## src/rtl/irq_ctrl_pkg.sv

```systemverilog
// Shared definitions for the interrupt controller: register offsets,
// FSM state encodings and VEC register layout.
package irq_ctrl_pkg;

   localparam int unsigned IRQ_ID_W    = 3;
   localparam int unsigned IRQ_VEC_VLD = 31;

   localparam logic [1:0] IRQ_MASK = 2'd0;
   localparam logic [1:0] IRQ_PEND = 2'd1;
   localparam logic [1:0] IRQ_MODE = 2'd2;
   localparam logic [1:0] IRQ_VEC  = 2'd3;

   typedef enum logic [1:0] {
      IRQ_IDLE = 2'd0,
      IRQ_REQ  = 2'd1,
      IRQ_SVC  = 2'd2
   } irq_state_e;

endpackage

```

## src/rtl/irq_ctrl_if.sv

```systemverilog
// Bridge register bus plus the CP0 request/acknowledge/return handshake.
interface irq_ctrl_if;

   logic [31:2] Addr;
   logic        WE;
   logic [31:0] Din;
   logic [31:0] Dout;
   logic        ack;
   logic        eret;
   logic        irq_out;

   modport master (output Addr, WE, Din, ack, eret, input Dout, irq_out);
   modport slave  (input Addr, WE, Din, ack, eret, output Dout, irq_out);

endinterface

```

## src/rtl/irq_prio_enc.sv

```systemverilog
// Fixed-priority encoder: lowest set index wins, 'any' flags a request.
module irq_prio_enc #(
   parameter int unsigned N_SRC = 6
) (
   input  logic [N_SRC-1:0] req,
   output logic [2:0]       id,
   output logic             any
);

   // Scan from the top so the lowest set index is the last one written
   always_comb begin
      id  = '0;
      any = |req;
      for (int i = int'(N_SRC) - 1; i >= 0; i--) begin
         if (req[i]) id = 3'(i);
      end
   end

endmodule

```

## src/rtl/irq_ctrl.sv

```systemverilog
// Programmable interrupt controller: pending/mask registers, fixed-priority
// selection and a request/ack/eret handshake towards CP0.
// Optional feature macro IRQ_EDGE_EN: enables the MODE register, edge
// detection and write-1-to-clear of edge pending bits.
module irq_ctrl
   import irq_ctrl_pkg::*;
#(
   parameter int unsigned N_SRC = 6
) (
   input  logic             clk,
   input  logic             rst_n,
   input  logic [N_SRC-1:0] irq_src,
   irq_ctrl_if.slave        bus
);

   logic [N_SRC-1:0] src_q;
   logic [N_SRC-1:0] mask_q;
   logic [N_SRC-1:0] mode;
   logic [N_SRC-1:0] pend;
   logic [N_SRC-1:0] act;
   logic [N_SRC-1:0] w1c;
   logic [N_SRC-1:0] ack_clr;
   logic [2:0]       enc_id;
   logic             enc_any;
   logic [2:0]       vec_id_q, vec_id_nxt;
   logic             vec_vld_q, vec_vld_nxt;
   logic             ack_take;
   logic             irq_nxt;
   irq_state_e       state_q, state_nxt;
   logic [31:0]      dout_c;

   logic [1:0] reg_sel;
   logic       wr_mask, wr_pend, wr_mode;

   assign reg_sel = bus.Addr[3:2];
   assign wr_mask = bus.WE && (reg_sel == IRQ_MASK);
   assign wr_pend = bus.WE && (reg_sel == IRQ_PEND);
   assign wr_mode = bus.WE && (reg_sel == IRQ_MODE);
   assign w1c     = wr_pend ? bus.Din[N_SRC-1:0] : '0;

   logic unused_bus;
   assign unused_bus = ^{bus.Addr[31:4], bus.Din};

   // Source sampling stage and mask register
   always_ff @(posedge clk or negedge rst_n) begin
      if (!rst_n) begin
         src_q  <= '0;
         mask_q <= '0;
      end else begin
         src_q <= irq_src;
         if (wr_mask) mask_q <= bus.Din[N_SRC-1:0];
      end
   end

`ifdef IRQ_EDGE_EN
   logic [N_SRC-1:0] mode_q, pend_edge_q, rise;

   assign rise = irq_src & ~src_q;

   // Mode register and edge pending bits; a new edge beats a same-cycle clear
   always_ff @(posedge clk or negedge rst_n) begin
      if (!rst_n) begin
         mode_q      <= '0;
         pend_edge_q <= '0;
      end else begin
         if (wr_mode) mode_q <= bus.Din[N_SRC-1:0];
         pend_edge_q <= (rise | (pend_edge_q & ~(w1c | ack_clr))) & mode_q;
      end
   end

   assign mode = mode_q;
   assign pend = (mode_q & pend_edge_q) | (~mode_q & src_q);
`else
   logic unused_edge;
   assign unused_edge = ^{w1c, ack_clr, wr_mode};
   assign mode = '0;
   assign pend = src_q;
`endif

   assign act = pend & mask_q;

   irq_prio_enc #(.N_SRC(N_SRC)) u_enc (
      .req (act),
      .id  (enc_id),
      .any (enc_any)
   );

   // One-hot clear of the source taken by ack
   always_comb begin
      ack_clr = '0;
      for (int i = 0; i < int'(N_SRC); i++) begin
         ack_clr[i] = ack_take && (enc_id == 3'(i));
      end
   end

   // Handshake FSM next state, in-service vector and request output
   always_comb begin
      state_nxt   = state_q;
      vec_id_nxt  = vec_id_q;
      vec_vld_nxt = vec_vld_q;
      ack_take    = 1'b0;
      case (state_q)
         IRQ_IDLE: if (enc_any) state_nxt = IRQ_REQ;
         IRQ_REQ: begin
            if (!enc_any) begin
               state_nxt = IRQ_IDLE;
            end else if (bus.ack) begin
               state_nxt   = IRQ_SVC;
               vec_id_nxt  = enc_id;
               vec_vld_nxt = 1'b1;
               ack_take    = 1'b1;
            end
         end
         IRQ_SVC: begin
            if (bus.eret) begin
               state_nxt   = IRQ_IDLE;
               vec_vld_nxt = 1'b0;
            end
         end
         default: state_nxt = IRQ_IDLE;
      endcase
      irq_nxt = (state_nxt == IRQ_REQ);
   end

   // FSM state, VEC and registered request line
   always_ff @(posedge clk or negedge rst_n) begin
      if (!rst_n) begin
         state_q     <= IRQ_IDLE;
         vec_id_q    <= '0;
         vec_vld_q   <= 1'b0;
         bus.irq_out <= 1'b0;
      end else begin
         state_q     <= state_nxt;
         vec_id_q    <= vec_id_nxt;
         vec_vld_q   <= vec_vld_nxt;
         bus.irq_out <= irq_nxt;
      end
   end

   // Register read mux
   always_comb begin
      dout_c = '0;
      case (reg_sel)
         IRQ_MASK: dout_c = 32'(mask_q);
         IRQ_PEND: dout_c = 32'(pend);
         IRQ_MODE: dout_c = 32'(mode);
         IRQ_VEC: begin
            dout_c[IRQ_VEC_VLD] = vec_vld_q;
            dout_c[2:0]         = vec_id_q;
         end
         default: dout_c = '0;
      endcase
   end

   assign bus.Dout = dout_c;

endmodule
```

## src/flat_wrapper.sv

```systemverilog
// flat-port wrapper written by rule: the top's interface ports become plain ports
module irq_ctrl_flat import irq_ctrl_pkg::*;
#(
   parameter int unsigned N_SRC = 6
)
  (clk, rst_n, irq_src, bus_Addr, bus_WE, bus_Din, bus_ack, bus_eret, bus_Dout, bus_irq_out);
  irq_ctrl_if bus_i ();
  input  logic clk;
  input  logic rst_n;
  input  logic [N_SRC-1:0] irq_src;
  input wire logic [$bits(bus_i.Addr)-1:0] bus_Addr;
  input wire logic [$bits(bus_i.WE)-1:0] bus_WE;
  input wire logic [$bits(bus_i.Din)-1:0] bus_Din;
  input wire logic [$bits(bus_i.ack)-1:0] bus_ack;
  input wire logic [$bits(bus_i.eret)-1:0] bus_eret;
  output wire logic [$bits(bus_i.Dout)-1:0] bus_Dout;
  output wire logic [$bits(bus_i.irq_out)-1:0] bus_irq_out;
  assign bus_i.Addr = bus_Addr;
  assign bus_i.WE = bus_WE;
  assign bus_i.Din = bus_Din;
  assign bus_i.ack = bus_ack;
  assign bus_i.eret = bus_eret;
  assign bus_Dout = bus_i.Dout;
  assign bus_irq_out = bus_i.irq_out;
  irq_ctrl #(.N_SRC(N_SRC)) u_core (.clk(clk), .rst_n(rst_n), .irq_src(irq_src), .bus(bus_i));
endmodule
```

## config.mk

```make
export PLATFORM = sky130hd
export DESIGN_NAME = irq_ctrl_flat
export DESIGN_NICKNAME = d
export VERILOG_FILES = /design/src/rtl/irq_ctrl_pkg.sv /design/src/rtl/irq_ctrl_if.sv /design/src/rtl/irq_prio_enc.sv /design/src/rtl/irq_ctrl.sv /design/src/flat_wrapper.sv
export SDC_FILE = /design/constraint.sdc
export NUM_CORES = 1
export LEC_CHECK = 0
export ABC_AREA = 1
export BUFFER_PORTS_ARGS = -buffer_cell sky130_fd_sc_hd__buf_4
export CORE_ASPECT_RATIO = 1.5
export CORE_MARGIN = 2
export CORE_UTILIZATION = 40
export CTS_BUF_LIST = sky130_fd_sc_hd__clkbuf_8
export CTS_CLUSTER_DIAMETER = 40
export CTS_CLUSTER_SIZE = 12
export DETAILED_ROUTE_END_ITERATION = 10
export PLACE_DENSITY = 0.9
export SYNTH_ARGS = -nofsm -noshare
export SYNTH_HDL_FRONTEND = slang
export SYNTH_HIERARCHICAL = 1
export SYNTH_SLANG_ARGS = --single-unit
export TNS_END_PERCENT = 100
```

## constraint.sdc

```tcl
create_clock -name clk -period 3.3 [get_ports clk]
set_clock_uncertainty 0.15 [all_clocks]
set_input_delay 0.165 -clock clk [delete_from_list [all_inputs] [get_ports clk]]
set_output_delay 0.165 -clock clk [all_outputs]
set_load 0.005 [all_outputs]
```

# Word-level counts from Yosys, hierarchy flattened

Index checks and enable logic that the tools add are counted.

Input port bits: 73
Flip-flop bits (word level): 19
Logic and storage cells: 42

Reductions and logical operators: 8
Bitwise gates (word level): 1
Equality and inequality tests: 9
Muxes and demuxes: 18

Operator list:

| operator                                                                | count |
|---|---|
| 3-bit two-way mux                                                       | 6 |
| 3-bit one-hot mux with 4 select lines                                   | 1 |
| 2-bit two-way mux                                                       | 4 |
| 6-bit AND                                                               | 1 |
| 2-bit by 1-bit equality test with 1-bit output, second input constant   | 3 |
| 2-bit equality test, second input constant                              | 3 |
| 2-bit one-hot mux with 3 select lines                                   | 1 |
| 3-bit one-hot mux with 2 select lines                                   | 1 |
| 6-bit OR reduction                                                      | 1 |
| 2-bit zero test                                                         | 2 |
| 2-bit inequality test, second input constant                            | 2 |
| 1-bit one-hot mux with 2 select lines                                   | 2 |
| 4-bit AND reduction                                                     | 1 |
| 1-bit two-way mux                                                       | 3 |
| 3-bit AND reduction                                                     | 1 |
| 3-bit OR reduction                                                      | 1 |
| 2-bit by 1-bit inequality test with 1-bit output, second input constant | 1 |
| 2-bit nonzero test                                                      | 1 |
| 1-bit logical AND                                                       | 1 |

# Logic depth before layout (Yosys ltp)

Word-level depth: 7
Mapped depth: 9
Gate-level depth less buffers: 9

# Hierarchy

Netlist, hierarchy kept.

By module, submodules not included:

| module       | area each (sq um) | cells an instance | times used | sequential area each (sq um) |
|---|---|---|---|---|
| irq_ctrl     | 1026.0            | 125               | 1          | 475.5 |
| irq_prio_enc | 72.6              | 15                | 1          | 0.0 |

# Least setup slack after synthesis

Ideal clock, no wire load.

Kind: register to register
Start point: reg u_core.mask_q[4]
End point: reg u_core.vec_vld_q
Stages on the path, launching flop included: 10
Library setup time: 68 ps
Slack: 2025 ps
Arrival: 1057 ps
Buffers on the path: 0
Cells stage by stage: dfrtp_1 > nand2_1 > inv_1 > nor2_1 > nand4_1 > nand3_1 > nand2_1 > nand3_1 > nand2_1 > nand2_1

Word-level cells in the longest chain between the ends: 4

RTL lines:

| what                                                       | RTL line           | text |
|---|---|---|
| start, declared                                            | irq_ctrl.sv:17     | `logic [N_SRC-1:0] mask_q;` |
| start signal, assigned                                     | irq_ctrl.sv:51     | `if (wr_mask) mask_q <= bus.Din[N_SRC-1:0];` |
| 6-bit AND                                                  | irq_ctrl.sv:80     | `assign act = pend & mask_q;` |
| named net u_core.act[4]                                    | irq_ctrl.sv:20     | `logic [N_SRC-1:0] act;` |
| 6-bit OR reduction                                         | irq_prio_enc.sv:13 | `any = \|req;` |
| named net u_core.enc_any                                   | irq_ctrl.sv:24     | `logic enc_any;` |
| 2-bit by 1-bit inequality test with 1-bit output (no line) | n/a                |  |
| 4-bit AND reduction (no line)                              | n/a                |  |
| end signal, assigned                                       | irq_ctrl.sv:135    | `vec_vld_q <= vec_vld_nxt;` |
| end, declared                                              | irq_ctrl.sv:26     | `logic vec_vld_q, vec_vld_nxt;` |

The timed path passes the listed nets, and every way through them passes these cells.
A chain may end at the register's enable or synchronous reset.

# Worst setup path in the final report

Start point: reg u_core.mask_q[5]
End point: reg u_core.vec_id_q[0]

Elaborated cells on any way between the ends: 9
Classes of those cells: mux: 6; bitwise: 1; reduce/logical: 2

RTL lines:

| what                          | RTL line           | text |
|---|---|---|
| 6-bit AND                     | irq_ctrl.sv:80     |  |
| named net u_core.act[5]       | irq_ctrl.sv:20     |  |
| 6-bit OR reduction            | irq_prio_enc.sv:13 |  |
| named net u_core.enc_any      | irq_ctrl.sv:24     |  |
| 3-bit AND reduction (no line) | n/a                |  |
| end signal, assigned          | irq_ctrl.sv:134    | `vec_id_q <= vec_id_nxt;` |
| end, declared                 | irq_ctrl.sv:25     | `logic [2:0] vec_id_q, vec_id_nxt;` |

The timed path passes the listed nets, and every way through them passes these cells.

==> impl_metrics.py <==
metrics = {
    "cts": {
        "root_buffer": "clkbuf_8",
        "h-tree-depth": 1,
        "clkSlewWorstSetupHoldPaths_ns": 0.07,
        "clk-insertion-delay-late_ns": 0.25,
        "cts.sinks": 19,
        "cts_tree": "built",
        "numCtsBuffers": 3,
        "clock_path_buffers": 2,
    },
    "die": {
        "fp.dieH_microns": 68.19,
        "start_util_pct": 41.49,
        "rows": 23,
        "ios": 106,
        "core_sq_um": 2648,
        "fp.dieW_microns": 46.79,
        "dieArea_sq_um": 3190,
    },
    "global_route": {
        "grt_max_degree": 20,
        "grt_overflow": 0,
        "grtUsageTotal_pct": 17.43,
        "grt_pass1_vias": 901,
        "grt_pass1_wl_microns": 3864,
        "antenna_found_initial": 0,
    },
    "synth": {
        "yosysSeqAreaShare_pct": 43.28,
        "synth_area_per_cell_sq_um": 7.847,
        "ys_seq_elements": 19,
        "ys_types": 17,
        "syn-cell-area_sq_um": 1099,
        "synth_cells": 140,
        "ys_warn_count": 6,
    },
    "finish": {
        "area_growth_syn_to_layout_pct": 28.36,
        "design_area_sq_um": 1410,
        "fin_nets": 255,
        "nFillCells": 253,
        "num_antenna_cells": 0,
        "final_util_pct": 53.26,
        "drive_gt1_share_pct": 19.89,
    },
    "power_and_ir_drop": {
        "p_leak_nw": 0.8004,
        "ir_drop_mv": 0.3012,
        "powerDensity_nw_per_um2": 481.2,
        "finalPower_uw": 678.6,
    },
    "timing": {
        "setup_viol": 0,
        "min_period_ns": 1.475,
        "rsz0062_at_grt": "false",
        "tightest_slew_ns": 0.5033,
        "fin_crit_sh_pct": 44.71,
        "report.final.slew_viol_count": 0,
        "hold_viol_final": 0,
        "tns_ns": 0,
        "maxSlewHeadroom_pct": 66.41,
        "fmax_ghz": 0.6777,
    },
    "worst_setup_path": {
        "critPathSlowestCell": "dfrtp_1",
        "critPathLaunchType": "flop",
        "end_kind": "flop",
        "crit_top_cell": "nand2_1",
        "cp.arrival_ns": 1.51,
        "crit_chain": "nand2_1, inv_1, nor2_1, nand4_1, nand3_2, nand2_1, o21ai_1",
        "cp_max_fo": 8,
        "path_class": "reg2reg",
        "worstPathRequired_ns": 3.33,
        "slowest_delay_ns": 0.40,
    },
    "route": {
        "routed_wl_microns": 2216,
        "initialDrtViolationCount": 42,
        "dr.pass1.iters": 4,
        "vias": 914,
        "viasPerCell": 4.193,
        "wire_per_inst_microns": 10.17,
        "drc": 0,
        "antenna_left": 0,
    },
    "place": {
        "io_buffer_count": 26,
        "gp_congestion": 0.8346,
        "place_area_sq_um": 1235,
        "hpwl_microns": 1495,
    },
    "run_status": {
        "outcome": "finished clean",
    },
    "flow_run": {
        "cap_violations": 0,
    },
    "min_path": {
        "hold_path_class": "in2reg",
    },
}
[cell usage after synthesis]
| cell type | count | share of area (%) |
|---|---|---|
| dfrtp_1 | 19 | 43 |
| inv_2 | 1 | 0.34 |
| nor2_2 | 3 | 1.7 |
| inv_1 | 19 | 6.5 |
| nand3_1 | 11 | 5.0 |
| nand3b_1 | 1 | 0.68 |
| o21ai_1 | 3 | 1.4 |
| nor2_1 | 3 | 1.0 |
| nand3_2 | 2 | 1.8 |
| a22o_1 | 3 | 2.4 |
| nor2_4 | 1 | 1.0 |
| buf_4 | 26 | 18 |
| nand4_1 | 1 | 0.57 |
| conb_1 | 1 | 0.34 |
| nor3_1 | 1 | 0.46 |
| nand2_1 | 42 | 14 |
| a21oi_1 | 3 | 1.4 |
[report_power, final]
group,internal [mW],switching [mW]
clock network,0.0826,0.0698
logic,0.0956,0.108
registers,0.286,0.0362
[what timing repair did]
action,4_1_cts,5_1_grt
hold endpoints to repair,32,0
gates resized for setup,0,0
buffers inserted,0,0
hold buffers,13,0
[flip-flops by register name (all words and copies together), names as in the netlist]
register,flops
u_core/state_q,2
u_core/mask_q,6
u_core/pend,6
u_core/vec_vld_q,1
u_core/vec_id_q,3
u_core/bus.irq_out,1
[final timing paths]
path | start | end | slack, ns | cells after the start
worst max-delay path | u_core/mask_q[5] | u_core/vec_id_q[0] | 1.82 | 7
worst min-delay path | bus_Din[5] | u_core/mask_q[5] | 0.01 | 3
worst max register to register | u_core/mask_q[5] | u_core/vec_id_q[0] | 1.82 | 7
worst min register to register | u_core/vec_vld_q | u_core/vec_vld_q | 0.32 | 2
max in group asynchronous | rst_n | u_core/mask_q[1] | 2.64 | 2
min in group asynchronous | rst_n | u_core/state_q[1] | 0.17 | 2
[routing by layer]
metal	part of all wire, %	global-route usage [%]	vias up
met2	54	29.11	51
met3	7.8	3.430	6
met1	36	19.73	397
li1	-	-	460
met4	2.9	10.42	0
met5	0	0	-
[stage by stage]
stage / worst slack [ns] / std cells / hold slack, ns
3_5_place_dp: 1.832 / 201 / -0.1032
3_3_place_gp: 1.873 / 201 / -0.1075
2_1_floorplan: 2.025 / 164 / -0.2806
6_report: 1.825 / 218 / 0.01051
4_1_cts: 1.811 / 218 / 0.008001
5_1_grt: 1.618 / 218 / 0.02428
[placed cells by master, fill, tap and decap left out, drive strengths merged]
cell type,instances
nand2,42
buf,26
conb,25
inv,21
dfrtp,19
dlygate4sd3,13
nand3,13
nor2,7
clkbuf,3
a22o,3
a21oi,3
o21ai,3
nand3b,1
nor3,1
nand4,1
[area by class of cell]
cell class                      instances  area, sq um  share of cell area, %
Clock buffer                            3        41.29                  2.928
Clock inverter                          1        3.754                 0.2662
Tap cell                               37        46.29                  3.283
Timing Repair Buffer                   39        325.3                  23.07
Sequential cell                        19        475.5                  33.72
Inverter                               20        75.07                  5.324
Multi-Input combinational cell         99        442.9                  31.41
[critical path: cells and delay by family (launching register included)]
kind	cells	cell delay, ns
and+or+nand+nor	5	0.73
DFF	1	0.40
buffers and inverters	1	0.04
AOI/OAI and AO/OA	1	0.07
[kinds of logic (layout without fill, tap and decap cells)]
kind of cell / Yosys count / count (layout) / synth area share [%]
other cells: 1 / 25 / 0.3414
compound gates: 9 / 9 / 5.125
flops: 19 / 19 / 43.28
buf+inv: 46 / 63 / 24.60
simple gates: 65 / 65 / 26.65
(Power assumes the default switching activity.)
